--- src/rtl/core_alu_operand_fetch.sv ---
// Operand fetcher: reads a vertex record and a follower x/y from single-port node RAM.
// Optional CORE_ALU_FETCH_SAME_NODE_BYPASS_EN skips the follower reads when v == f.
module core_alu_operand_fetch #(
  parameter int unsigned WIDTH      = 32,
  parameter int unsigned NODE_COUNT = 5,
  parameter int unsigned IDX_W      = 3,
  parameter int unsigned ADDR_W     = 5
) (
  input  logic              clk,
  input  logic              reset,
  input  logic              req_valid,
  output logic              req_ready,
  input  logic [IDX_W-1:0]  v_index,
  input  logic [IDX_W-1:0]  f_index,
  output logic              ram_rd_en,
  output logic [ADDR_W-1:0] ram_addr,
  input  logic [WIDTH-1:0]  ram_rdata,
  output logic              out_valid,
  input  logic              out_ready,
  output logic              out_err,
  output logic [WIDTH-1:0]  x_position,
  output logic [WIDTH-1:0]  y_position,
  output logic [WIDTH-1:0]  pre_x_position,
  output logic [WIDTH-1:0]  pre_y_position,
  output logic [WIDTH-1:0]  prev_node_x_position,
  output logic [WIDTH-1:0]  prev_node_y_position,
  output logic              busy
);

  typedef enum logic [1:0] {StIdle, StIssue, StDrain, StDone} state_e;

  state_e             state_q, state_d;
  logic [2:0]         k_q, k_d;
  logic [IDX_W-1:0]   v_q, v_d, f_q, f_d;
  logic               rd_en_q, rd_en_d;
  logic [ADDR_W-1:0]  addr_q, addr_d;
  logic               err_q, err_d;
  logic [WIDTH-1:0]   op_q [6];
  logic [WIDTH-1:0]   op_d [6];
  logic               same_node;
  logic [2:0]         last_k;
  logic               capture;
  logic [2:0]         cap_idx;
  logic               in_range;

`ifdef CORE_ALU_FETCH_SAME_NODE_BYPASS_EN
  assign same_node = (v_q == f_q);
`else
  assign same_node = 1'b0;
`endif

  assign last_k   = same_node ? 3'd3 : 3'd5;
  assign in_range = (32'(v_index) < NODE_COUNT) && (32'(f_index) < NODE_COUNT);

  // Data for read k-1 arrives while read k is issued; DRAIN picks up the last one (k unchanged).
  assign capture = (state_q == StIssue && k_q != 3'd0) || (state_q == StDrain);
  assign cap_idx = (state_q == StDrain) ? k_q : k_q - 3'd1;

  function automatic logic [ADDR_W-1:0] word_addr(input logic [IDX_W-1:0] idx,
                                                  input logic [1:0] field);
    return ADDR_W'({idx, 2'b00}) + ADDR_W'(field);
  endfunction

  always_comb begin
    state_d = state_q;
    k_d     = k_q;
    v_d     = v_q;
    f_d     = f_q;
    rd_en_d = rd_en_q;
    addr_d  = addr_q;
    err_d   = err_q;
    for (int i = 0; i < 6; i++) begin
      op_d[i] = op_q[i];
      if (capture && cap_idx == 3'(i)) op_d[i] = ram_rdata;
    end

    unique case (state_q)
      StIdle: begin
        if (req_valid) begin
          v_d = v_index;
          f_d = f_index;
          k_d = 3'd0;
          if (in_range) begin
            err_d   = 1'b0;
            rd_en_d = 1'b1;
            addr_d  = word_addr(v_index, 2'd0);
            state_d = StIssue;
          end else begin
            err_d = 1'b1;
            for (int i = 0; i < 6; i++) op_d[i] = '0;
            state_d = StDone;
          end
        end
      end
      StIssue: begin
        if (k_q == last_k) begin
          rd_en_d = 1'b0;
          state_d = StDrain;
        end else begin
          k_d    = k_q + 3'd1;
          addr_d = word_addr((k_d < 3'd4) ? v_q : f_q, k_d[1:0]);
        end
      end
      StDrain: begin
        if (same_node) begin
          op_d[4] = op_q[0];
          op_d[5] = op_q[1];
        end
        state_d = StDone;
      end
      StDone: begin
        if (out_ready) state_d = StIdle;
      end
      default: state_d = StIdle;
    endcase
  end

  always_ff @(posedge clk or posedge reset) begin
    if (reset) begin
      state_q <= StIdle;
      k_q     <= '0;
      v_q     <= '0;
      f_q     <= '0;
      rd_en_q <= 1'b0;
      addr_q  <= '0;
      err_q   <= 1'b0;
      for (int i = 0; i < 6; i++) op_q[i] <= '0;
    end else begin
      state_q <= state_d;
      k_q     <= k_d;
      v_q     <= v_d;
      f_q     <= f_d;
      rd_en_q <= rd_en_d;
      addr_q  <= addr_d;
      err_q   <= err_d;
      for (int i = 0; i < 6; i++) op_q[i] <= op_d[i];
    end
  end

  assign req_ready            = (state_q == StIdle);
  assign busy                 = (state_q != StIdle);
  assign out_valid            = (state_q == StDone);
  assign out_err              = err_q;
  assign ram_rd_en            = rd_en_q;
  assign ram_addr             = addr_q;
  assign x_position           = op_q[0];
  assign y_position           = op_q[1];
  assign pre_x_position       = op_q[2];
  assign pre_y_position       = op_q[3];
  assign prev_node_x_position = op_q[4];
  assign prev_node_y_position = op_q[5];

endmodule

--- config.mk ---
export PLATFORM = sky130hd
export DESIGN_NAME = core_alu_operand_fetch
export DESIGN_NICKNAME = d
export VERILOG_FILES = /design/src/rtl/core_alu_operand_fetch.sv
export SDC_FILE = /design/constraint.sdc
export NUM_CORES = 1
export LEC_CHECK = 0
export BUFFER_PORTS_ARGS = -buffer_cell sky130_fd_sc_hd__buf_2
export CAP_MARGIN = 20
export CORE_MARGIN = 3
export CORE_UTILIZATION = 35
export CTS_CLUSTER_SIZE = 25
export DETAILED_ROUTE_END_ITERATION = 10
export PLACE_DENSITY = 0.57
export SLEW_MARGIN = 20
export SYNTH_ARGS = -nofsm -noshare
export SYNTH_HDL_FRONTEND = slang
export SYNTH_SLANG_ARGS = --single-unit
--- constraint.sdc ---
create_clock -name clk -period 14.05 [get_ports clk]
set_input_delay 2.1075 -clock clk [delete_from_list [all_inputs] [get_ports clk]]
set_output_delay 2.1075 -clock clk [all_outputs]
set_load 0.02 [all_outputs]
==> summary.txt, run 1 <==
Timing
  • Total Neg Setup Slack: 0 ns
  • Tmin final: between 4 and 5 ns
  • Final Hold Vio Count: 0
  • Final hold slack: slightly below 0.5 ns
  • Fmax achieved: 0.231 GHz
  • RSZ-0062 raised after global routing: no
  • Setup ws final: 9.73 ns
  • Least-Margin Pin Slew: around 1.1 ns
  • Setup-failing EPs final: 0
  • Slew Limit Fails: 0
  • Final Cycle Share: between 30% and 40%
  • Clock Skews: a little over 0.008 ns
  • Slew HR: approximately 30%

Pwr
  • Leakage: 5.45 nW
  • Comb pwr share: about two fifths
  • Sw Ratio: between 40% and 50%
  • Internal power component: 1.54 mW
  • Overall power: 2.67 mW
  • Seq pwr share: 35.6%
  • Clock share of power: between 20% and 30%
  • Maximum VDD drop: around 0.1 mV
  • Pwr/cell area: ~250 nW/µm²
  • Switching power: 1.13 mW

Layout
  • Storage cell area: around 5300 µm²
  • ANT cells: 0
  • Post-route cell area: between 10000 and 15000 µm²
  • Nets: 1051
  • Most frequent cells in the layout: buf_2, dfrtp_1, nand3_1, o21ai_0, nand2_1
  • Layout Cells excl Fill: about 1.3k
  • Core Util, Final: about 45%
  • Leading cell type in the layout, fill and taps excluded: buf_2
  • Share of layout cells above drive strength 1: about a third
  • Multi-input gate area: just over 3000 µm²
  • Fill count: ~2.4k
  • Area Growth Syn to Fin: 24.6%

Worst setup path
  • Reg2reg end: pre_x_position[17]
  • Worst Path Arrival: ~4.8 ns
  • Worst Setup End Kind: flip-flop
  • Crit Path Category: in2reg
  • Setup crit end: pre_x_position[17]
  • Critical Path Start: v_index[1]
  • R2R setup slack: 10.75 ns
  • Worst EP required: approximately 14 ns
  • R2r startpoint: state_q[0]
  • Reg2Reg Depth: 7
  • Critical Path Source Type: primary input
  • Worst-path maximum fanout: 82

Place
  • Post-DP HPWL: between 15000 and 20000 µm
  • Pre-CTS setup slack: between 9 and 10 ns
  • Port buffer count: roughly 240
  • Placed cell count: 1299
  • Routability cong.: approximately 0.74
  • Placed Area: 10100 µm²

Clock network
  • Max clock buf depth: 3
  • Reg clk slew, reported paths: roughly 0.060 ns
  • CTS H-tree lvls: 1
  • Post-CTS Hold Buffers: 0
  • Clk root buf: clkbuf_16
  • PostCTS Resize Cnt: 0
  • Clk_lat worst skew: 0.51 ns
  • Clock Sinks: 210
  • Total CTS buffers: 24
  • Post-CTS Setup Bufs: 0
  • TritonCTS clock tree: built

Synthesis
  • Post-synth EDFFs: 0
  • Seq/Total Area, Yosys: 60.2%
  • Area leader, netlist: dfrtp_1
  • Ys Warns: 0
  • Post-synth top area share: about three fifths
  • Synth Flop Type: dfrtp_1
  • Yosys cell types: 42
  • Dominant cells by area after synthesis: dfrtp_1, nand3_1, o21ai_0, mux2i_1, nand2_1
  • Syn_area_per_cell: between 10 and 15 µm²
  • Post-synth ARST share: 100%
  • Post-synthesis cell area: 8730 µm²
  • Syn nets: between 800 and 900
  • Post-Syn Instances: between 700 and 800
  • FF+latch count, synth: between 200 and 250

Floorplan
  • I/O pins: ~240
  • Core area: 24400 µm²
  • Starting density of the core: between 30% and 40%
  • Die area: ~27000 µm²
  • FP Rows: 57
  • Die H: between 150 and 200 µm
  • Die Width: roughly 160 µm

Worst hold path
  • HP Class: reg2reg

Drt
  • Wire length per cell: between 15 and 20 µm
  • Vias per cell: between 5 and 6
  • Iter 0 DRT Violations: between 500 and 600
  • Final wirelength: between 20000 and 30000 µm
  • DRT Pass-1 Iters: 4
  • Drt drc: 0
  • Vias post-DR: ~6.9k
  • Post-route ant nets: 0

Global route
  • Gr ovfl total: 0
  • Vias in the first global route: between 6k and 7k
  • Largest net degree at the start of global routing: about 140
  • Initial antenna violation count: 0
  • GRT Util Overall: 18.4%
  • First-pass GRT wire length: 39500 µm

Outcome
  • Status: complete, no violations

Run
  • MaxCap Viol Count: 0
-- critical path, stage by stage --
cell and delay (ns):
buf_2 0.11, o21ai_0 0.38, a21o_4 0.64, buf_4 0.77, nand2_1 0.39, o21ai_0 0.26
-- state kept, by name, indices dropped and copies added, names as in the netlist --
name	flops
f_q	3
k_q	3
out_err	1
pre_x_position	32
pre_y_position	32
prev_node_x_position	32
prev_node_y_position	32
ram_addr	5
ram_rd_en	1
state_q	2
v_q	3
x_position	32
y_position	32
-- area by class of cell --
class	count	share of cell area (%)
Sequential cell	210	48.3
Multi-Input combinational cell	503	28.2
Timing Repair Buffer	255	12.1
Clock buffer	35	6.74
Tap cell	324	3.73
Clock inverter	6	0.587
Inverter	7	0.311
-- cells by family (layout without fill, tap and decap cells) --
| kind of cell | Yosys count | count (layout) | synth area share (%) |
|---|---|---|---|
| AO/OA/AOI/OAI | 219 | 219 | 15.3 |
| XOR/XNOR | 1 | 1 | 0.100 |
| flip-flops | 210 | 210 | 60.2 |
| adder cells (fa/ha/maj) | 8 | 8 | 1.15 |
| multiplexers | 46 | 46 | 5.43 |
| buffers and inverters | 76 | 303 | 4.77 |
| AND/OR/NAND/NOR | 229 | 229 | 13.0 |
-- layer usage --
layer	vias up	global-route usage, %	part of all wire [%]
met2	220	28.0	44
met5	-	0	0
met4	0	3.69	1.8
met3	32	4.39	7.5
met1	3387	26.9	46
li1	3248	-	-
-- Yosys cell counts (8+ instances only) --
cell      count
dfrtp_1     210
nand3_1     131
o21ai_0     109
nand2_1      71
o21ai_1      52
mux2i_1      35
o211ai_1     32
clkbuf_1     22
buf_2        21
buf_6        11
mux2_2       11
ha_1          8
-- worst min-delay path by stage --
stage | from | to | cells after the start
floorplan | f_q[0] | f_q[0] | 1
global placement | x_position[15] | x_position[15] | 2
detailed placement | out_err | out_err | 2
CTS | out_err | out_err | 2
global route | pre_y_position[13] | pre_y_position[13] | 2
finish | out_err | out_err | 2
-- power groups by stage --
| stage | sequential (mW) | clock [mW] | combinational [mW] |
|---|---|---|---|
| after floorplan | 1.17 | 0 | 0.515 |
| after global placement | 0.958 | 0 | 1.09 |
| after detailed placement | 0.958 | 0 | 1.11 |
| after CTS | 0.951 | 0.644 | 1.11 |
| after global routing | 0.975 | 0.666 | 1.20 |
| final | 0.949 | 0.626 | 1.09 |
(Power assumes the default switching activity.)
==> run 2, diff against run 1 <==
- ABC_AREA: not set -> 1
- PLACE_DENSITY: 0.57 -> 0.58
- clock period: 14.05 -> 3.7 ns (I/O delays scaled with it)
==> summary.txt, run 2 <==
Outcome
  • Status: complete, no violations

Timing
  • Slew HR: between 30% and 40%
  • Fmax achieved: ~0.37 GHz
  • Total Neg Setup Slack: 0 ns
  • Final Hold Vio Count: 0
  • Final hold slack: roughly 0.27 ns
  • Clock Skews: between 0.01 and 0.015 ns
  • Setup-failing EPs final: 0
  • Slew Limit Fails: 0
  • Final Cycle Share: about three quarters
  • Tmin final: around 2.7 ns
  • Setup ws final: 0.969 ns
  • RSZ-0062 raised after global routing: no
  • Least-Margin Pin Slew: about 0.99 ns

Floorplan
  • Die area: a little over 30000 µm²
  • Die Width: 175 µm
  • Die H: between 150 and 200 µm
  • Starting density of the core: a little over a third
  • Core area: 28000 µm²
  • FP Rows: a little over 60
  • I/O pins: between 200 and 250

Global route
  • GRT Util Overall: a little over a fifth
  • Largest net degree at the start of global routing: between 100 and 150
  • Gr ovfl total: 0
  • First-pass GRT wire length: roughly 53000 µm
  • Vias in the first global route: 8859
  • Initial antenna violation count: 0

Worst setup path
  • Worst EP required: between 4 and 5 ns
  • Worst Path Arrival: 3.18 ns
  • Worst Setup End Kind: flip-flop
  • Worst-path maximum fanout: 32
  • Crit Path Category: reg2reg
  • Critical Path Source Type: flip-flop

Layout
  • Area Growth Syn to Fin: 21.0%
  • Fill count: between 2k and 3k
  • Nets: 1491
  • Most frequent cells in the layout: nor2_1, nand2_1, buf_2, dfrtp_1, nand4_1
  • Leading cell type in the layout, fill and taps excluded: nor2_1
  • Share of layout cells above drive strength 1: between 20% and 30%
  • ANT cells: 0

Pwr
  • Internal power component: between 6 and 7 mW
  • Sw Ratio: 49.6%
  • Comb pwr share: about half
  • Clock share of power: about a fifth
  • Pwr/cell area: around 1000 nW/µm²
  • Leakage: approximately 7 nW
  • Maximum VDD drop: 0.712 mV
  • Seq pwr share: between 20% and 30%
  • Switching power: ~6.2 mW

Place
  • Port buffer count: between 200 and 250
  • Post-DP HPWL: about 22000 µm
  • Pre-CTS setup slack: approximately 0.96 ns
  • Routability cong.: around 0.8

Clock network
  • CTS H-tree lvls: 1
  • PostCTS Resize Cnt: 0
  • Total CTS buffers: 25
  • Post-CTS Setup Bufs: 0
  • Clk root buf: clkbuf_16
  • Clk_lat worst skew: about 0.52 ns
  • Reg clk slew, reported paths: around 0.07 ns
  • TritonCTS clock tree: built
  • Max clock buf depth: 3
  • Clock Sinks: 210

Drt
  • Drt drc: 0
  • Post-route ant nets: 0
  • DRT Pass-1 Iters: 5
  • Vias per cell: 5.01
  • Wire length per cell: ~19 µm
  • Iter 0 DRT Violations: just over 700
  • Final wirelength: 34000 µm
  • Vias post-DR: 9188

Synthesis
  • Yosys cell types: 18
  • FF+latch count, synth: 210
  • Post-synth top area share: 52.4%
  • Post-synth ARST share: 100%
  • Largest family of logic cells by synthesized area: simple AND/OR/NAND/NOR gates
  • Seq/Total Area, Yosys: a little over half
  • Area leader, netlist: dfrtp_1
  • Mux cell area share after synthesis: 0%
  • Cell with the most instances after synthesis: nor2_1
  • Top cells by count, synth: nor2_1, nand2_1, dfrtp_1, nand4_1, nand3_1
  • Post-synth EDFFs: 0
  • Post-synthesis cell area: 10000 µm²
  • Synth Flop Type: dfrtp_1
  • Post-Syn Instances: 1252
  • XOR/XNOR share of the synthesized area: 0%
  • Dominant cells by area after synthesis: dfrtp_1, nor2_1, nand2_1, nand4_1, nand3_1
  • Ys Warns: 0
  • Syn_area_per_cell: between 8 and 9 µm²
  • Syn nets: about 1.3k
  • Synth Area in Simple Gates: ~34%
  • Synth Area in Adders: less than 1%
  • Compound-gate portion of the synthesized area: between 4 and 5%

Worst hold path
  • HP Class: in2reg

Run
  • MaxCap Viol Count: 0
-- run 2: final timing paths --
| kind | to | slack (ns) | cells past startpoint | startpoint |
|---|---|---|---|---|
| min reg2reg | ram_addr[2] | 0.48 | 2 | ram_addr[2] |
| max | pre_y_position[22] | 0.97 | 7 | k_q[0] |
| max reg2reg | pre_y_position[22] | 0.97 | 7 | k_q[0] |
| min | f_q[2] | 0.27 | 3 | f_index[2] |
| min in group asynchronous | pre_y_position[9] | 0.50 | 3 | reset |
| max in group asynchronous | prev_node_x_position[23] | 2.52 | 4 | reset |
-- run 2: final cells by class --
| cell class | count | area, µm² | area share [%] |
|---|---|---|---|
| sequential | 210 | 5260 | 43.3 |
| multi-input combinational | 886 | 4000 | 32.9 |
| timing repair buffer | 263 | 1430 | 11.8 |
| clock buffer | 33 | 696 | 5.73 |
| tap | 378 | 473 | 3.89 |
| inverter | 55 | 210 | 1.73 |
| clock inverter | 10 | 81.3 | 0.670 |
-- run 2: routing by layer --
| layer | vias to the layer above | track usage [%] | part of all wire (%) |
|---|---|---|---|
| met5 | - | 0 | 0 |
| met1 | 4373 | 30.3 | 44 |
| met4 | 0 | 4.95 | 2.0 |
| li1 | 4447 | - | - |
| met2 | 324 | 33.7 | 45 |
| met3 | 44 | 5.73 | 8.5 |
-- run 2: repair_timing --
item,in CTS,in global routing
hold buffers,1,0
endpoints found under the setup margin,0,0
endpoints found under the hold margin,1,0
-- run 2: cells by family (layout without fill, tap and decap cells) --
group,Yosys count,after routing
AO/OA/AOI/OAI,84,84
adder cells (fa/ha/maj),8,8
buffers and inverters,156,361
flip-flops,210,210
AND/OR/NAND/NOR,794,794
-- run 2: power by group through the flow --
stage	sequential (mW)	clock, mW	combinational, mW
floorplan	4.69	0	3.74
global placement	3.74	0	6.42
detailed placement	3.75	0	6.49
CTS	3.72	2.43	6.50
global route	3.82	2.52	7.15
finish	3.72	2.37	6.47
-- run 2: worst max-delay path: stages, from the launching register on --
cell     delay [ns]
dfrtp_1        0.47
inv_1          0.13
ha_1           0.35
o21ai_0        0.56
nand2_1        0.20
nor2_4         0.71
nor2_1         0.08
nor2_1         0.14
-- run 2: metrics by stage --
step	instance area (µm²)	power, mW	instances	utilization (%)
after floorplan	10000	8.43	1252	-
after global placement	11400	10.2	1791	40.6
after detailed placement	11400	10.2	1791	40.6
after CTS	12100	12.7	1835	43.4
after global routing	12100	13.5	1835	43.4
final	12100	12.6	1835	43.4
==> run 3, diff against run 2 <==
- PLACE_DENSITY: 0.58 -> 0.56
- clock period: 3.7 -> 2.65 ns (I/O delays scaled with it)
==> summary.txt, run 3 (same netlist as run 2, synthesis figures left out) <==
Clock network
  • Post-CTS Setup Bufs: 0
  • Clk root buf: clkbuf_16
  • Post-CTS Hold Buffers: 1
  • CTS H-tree lvls: 1
  • Total CTS buffers: 25
  • PostCTS Resize Cnt: 0
  • Clk_lat worst skew: ~0.52 ns
  • Max clock buf depth: 3
  • TritonCTS clock tree: built
  • Clock Sinks: 210
  • Reg clk slew, reported paths: about 0.060 ns

Floorplan
  • FP Rows: between 60 and 70
  • I/O pins: 244
  • Starting density of the core: about 36%
  • Core area: about 28000 µm²
  • Die area: 30700 µm²
  • Die Width: 175 µm
  • Die H: approximately 180 µm

Worst setup path
  • CP cell instances: inv_1 -> ha_1 -> inv_2 -> nand2_1 -> nand2_1 -> nand2_4 -> buf_12 -> nand4_1 -> nand2_1 -> nor2_1
  • Reg2reg end: x_position[5]
  • Buffers & Inverters on Critical Path: 3
  • R2r startpoint: state_q[0]
  • Critical Path Source Type: flip-flop
  • Worst-path maximum fanout: 100
  • Slowest-stage cell, CP: dfrtp_1
  • Worst Setup End Kind: flip-flop
  • Worst EP required: 3.05 ns
  • Delay-heaviest family, CP: simple AND/OR/NAND/NOR gates
  • Reg2Reg Depth: 10
  • Crit Path Category: reg2reg
  • Critical path's most frequent cell: nand2_1
  • R2R setup slack: about 0.39 ns
  • CP peak stage delay: about 0.40 ns
  • Worst Path Arrival: ~2.7 ns

Layout
  • ANT cells: 0
  • Nets: approximately 1.5k
  • Share of layout cells above drive strength 1: 22.1%
  • Core Util, Final: between 40% and 50%
  • Area Growth Syn to Fin: 22.9%
  • Most frequent cells in the layout: nor2_1, nand2_1, buf_2, dfrtp_1, nand4_1
  • Storage cell area: about 5300 µm²
  • Leading cell type in the layout, fill and taps excluded: nor2_1
  • Multi-input gate area: 4000 µm²
  • Fill count: about 2.9k

Global route
  • Vias in the first global route: 8908
  • First-pass GRT wire length: just over 50000 µm
  • Gr ovfl total: 0
  • GRT Util Overall: a little over a fifth
  • Initial antenna violation count: 0
  • Largest net degree at the start of global routing: slightly above 100

Pwr
  • Seq pwr share: 29.2%
  • Clock share of power: about a fifth
  • Internal power component: around 9.2 mW
  • Overall power: approximately 18 mW
  • Sw Ratio: between 40% and 50%
  • Pwr/cell area: between 1000 and 1500 nW/µm²
  • Switching power: approximately 8.7 mW
  • Comb pwr share: just over 50%
  • Leakage: 7.10 nW
  • Maximum VDD drop: ~0.78 mV

Timing
  • Final Cycle Share: between 80% and 90%
  • Setup-failing EPs final: 0
  • Slew HR: 67.1%
  • Fmax achieved: approximately 0.44 GHz
  • Least-Margin Pin Slew: ~0.5 ns
  • Final hold slack: between 0.1 and 0.15 ns
  • Clock Skews: around 0.012 ns
  • RSZ-0062 raised after global routing: no
  • Final Hold Vio Count: 0
  • Tmin final: between 2 and 2.5 ns
  • Setup ws final: about 0.39 ns
  • Total Neg Setup Slack: 0 ns
  • Slew Limit Fails: 0

Drt
  • DRT Pass-1 Iters: 5
  • Drt drc: 0
  • Final wirelength: 33100 µm
  • Vias post-DR: ~9k
  • Iter 0 DRT Violations: slightly below 800
  • Wire length per cell: around 18 µm
  • Vias per cell: ~5
  • Post-route ant nets: 0

Worst hold path
  • Hold path endpoint: f_q[0]
  • Hold Path Origin: f_index[0]
  • Worst hold path cell count: 3
  • HP Class: in2reg

Place
  • Post-DP HPWL: about 22000 µm
  • Port buffer count: approximately 240
  • Routability cong.: ~0.84
  • Pre-CTS setup slack: approximately 0.39 ns

Outcome
  • Status: complete, no violations

Run
  • MaxCap Viol Count: 0
## run 3: worst max-delay path by stage
| stage | startpoint | to | cells past startpoint |
|---|---|---|---|
| floorplan | reset | f_q[0] | 1 |
| global placement | state_q[0] | pre_y_position[28] | 11 |
| detailed placement | state_q[0] | pre_y_position[16] | 11 |
| CTS | state_q[0] | pre_y_position[16] | 11 |
| global route | state_q[0] | y_position[23] | 11 |
| finish | state_q[0] | x_position[5] | 10 |
## run 3: power by group through the flow
| stage | sequential, mW | clock, mW | combinational, mW |
|---|---|---|---|
| 2_1_floorplan | 6.55 | 0 | 5.23 |
| 3_3_place_gp | 5.23 | 0 | 9.13 |
| 3_5_place_dp | 5.26 | 0 | 9.23 |
| 4_1_cts | 5.22 | 3.46 | 9.23 |
| 5_1_grt | 5.36 | 3.61 | 10.2 |
| 6_report | 5.21 | 3.40 | 9.21 |
## run 3: per-layer routing
metal  track usage (%)  part of all wire (%)  vias up  wire length, µm
li1                  -                     -     4459                -
met1              30.7                    45     4392            15000
met2              31.8                    44      344            14600
met3              4.99                   8.5       47             2800
met4              5.19                   2.0        0              673
met5                 0                     0        -                0
## run 3: through the flow
stage	cell area [µm²]	std cells
floorplan	10000	1252
global placement	11500	1798
detailed placement	11500	1798
CTS	12300	1842
global route	12300	1842
finish	12300	1842
## run 3: worst reg2reg max path, stage by stage (launching register included)
cell	delay [ns]
dfrtp_1	0.40
inv_1	0.10
ha_1	0.34
inv_2	0.14
nand2_1	0.08
nand2_1	0.07
nand2_4	0.22
buf_12	0.39
nand4_1	0.28
nand2_1	0.09
nor2_1	0.05
## run 3: layout make-up
| cell class | count | area share, % |
|---|---|---|
| multi-input cells | 886 | 32.4 |
| clock buffers | 39 | 6.15 |
| flip-flops and latches | 210 | 42.6 |
| inverters | 55 | 1.70 |
| repair buffers | 270 | 12.8 |
| clock inverters | 4 | 0.396 |
| well taps | 378 | 3.84 |
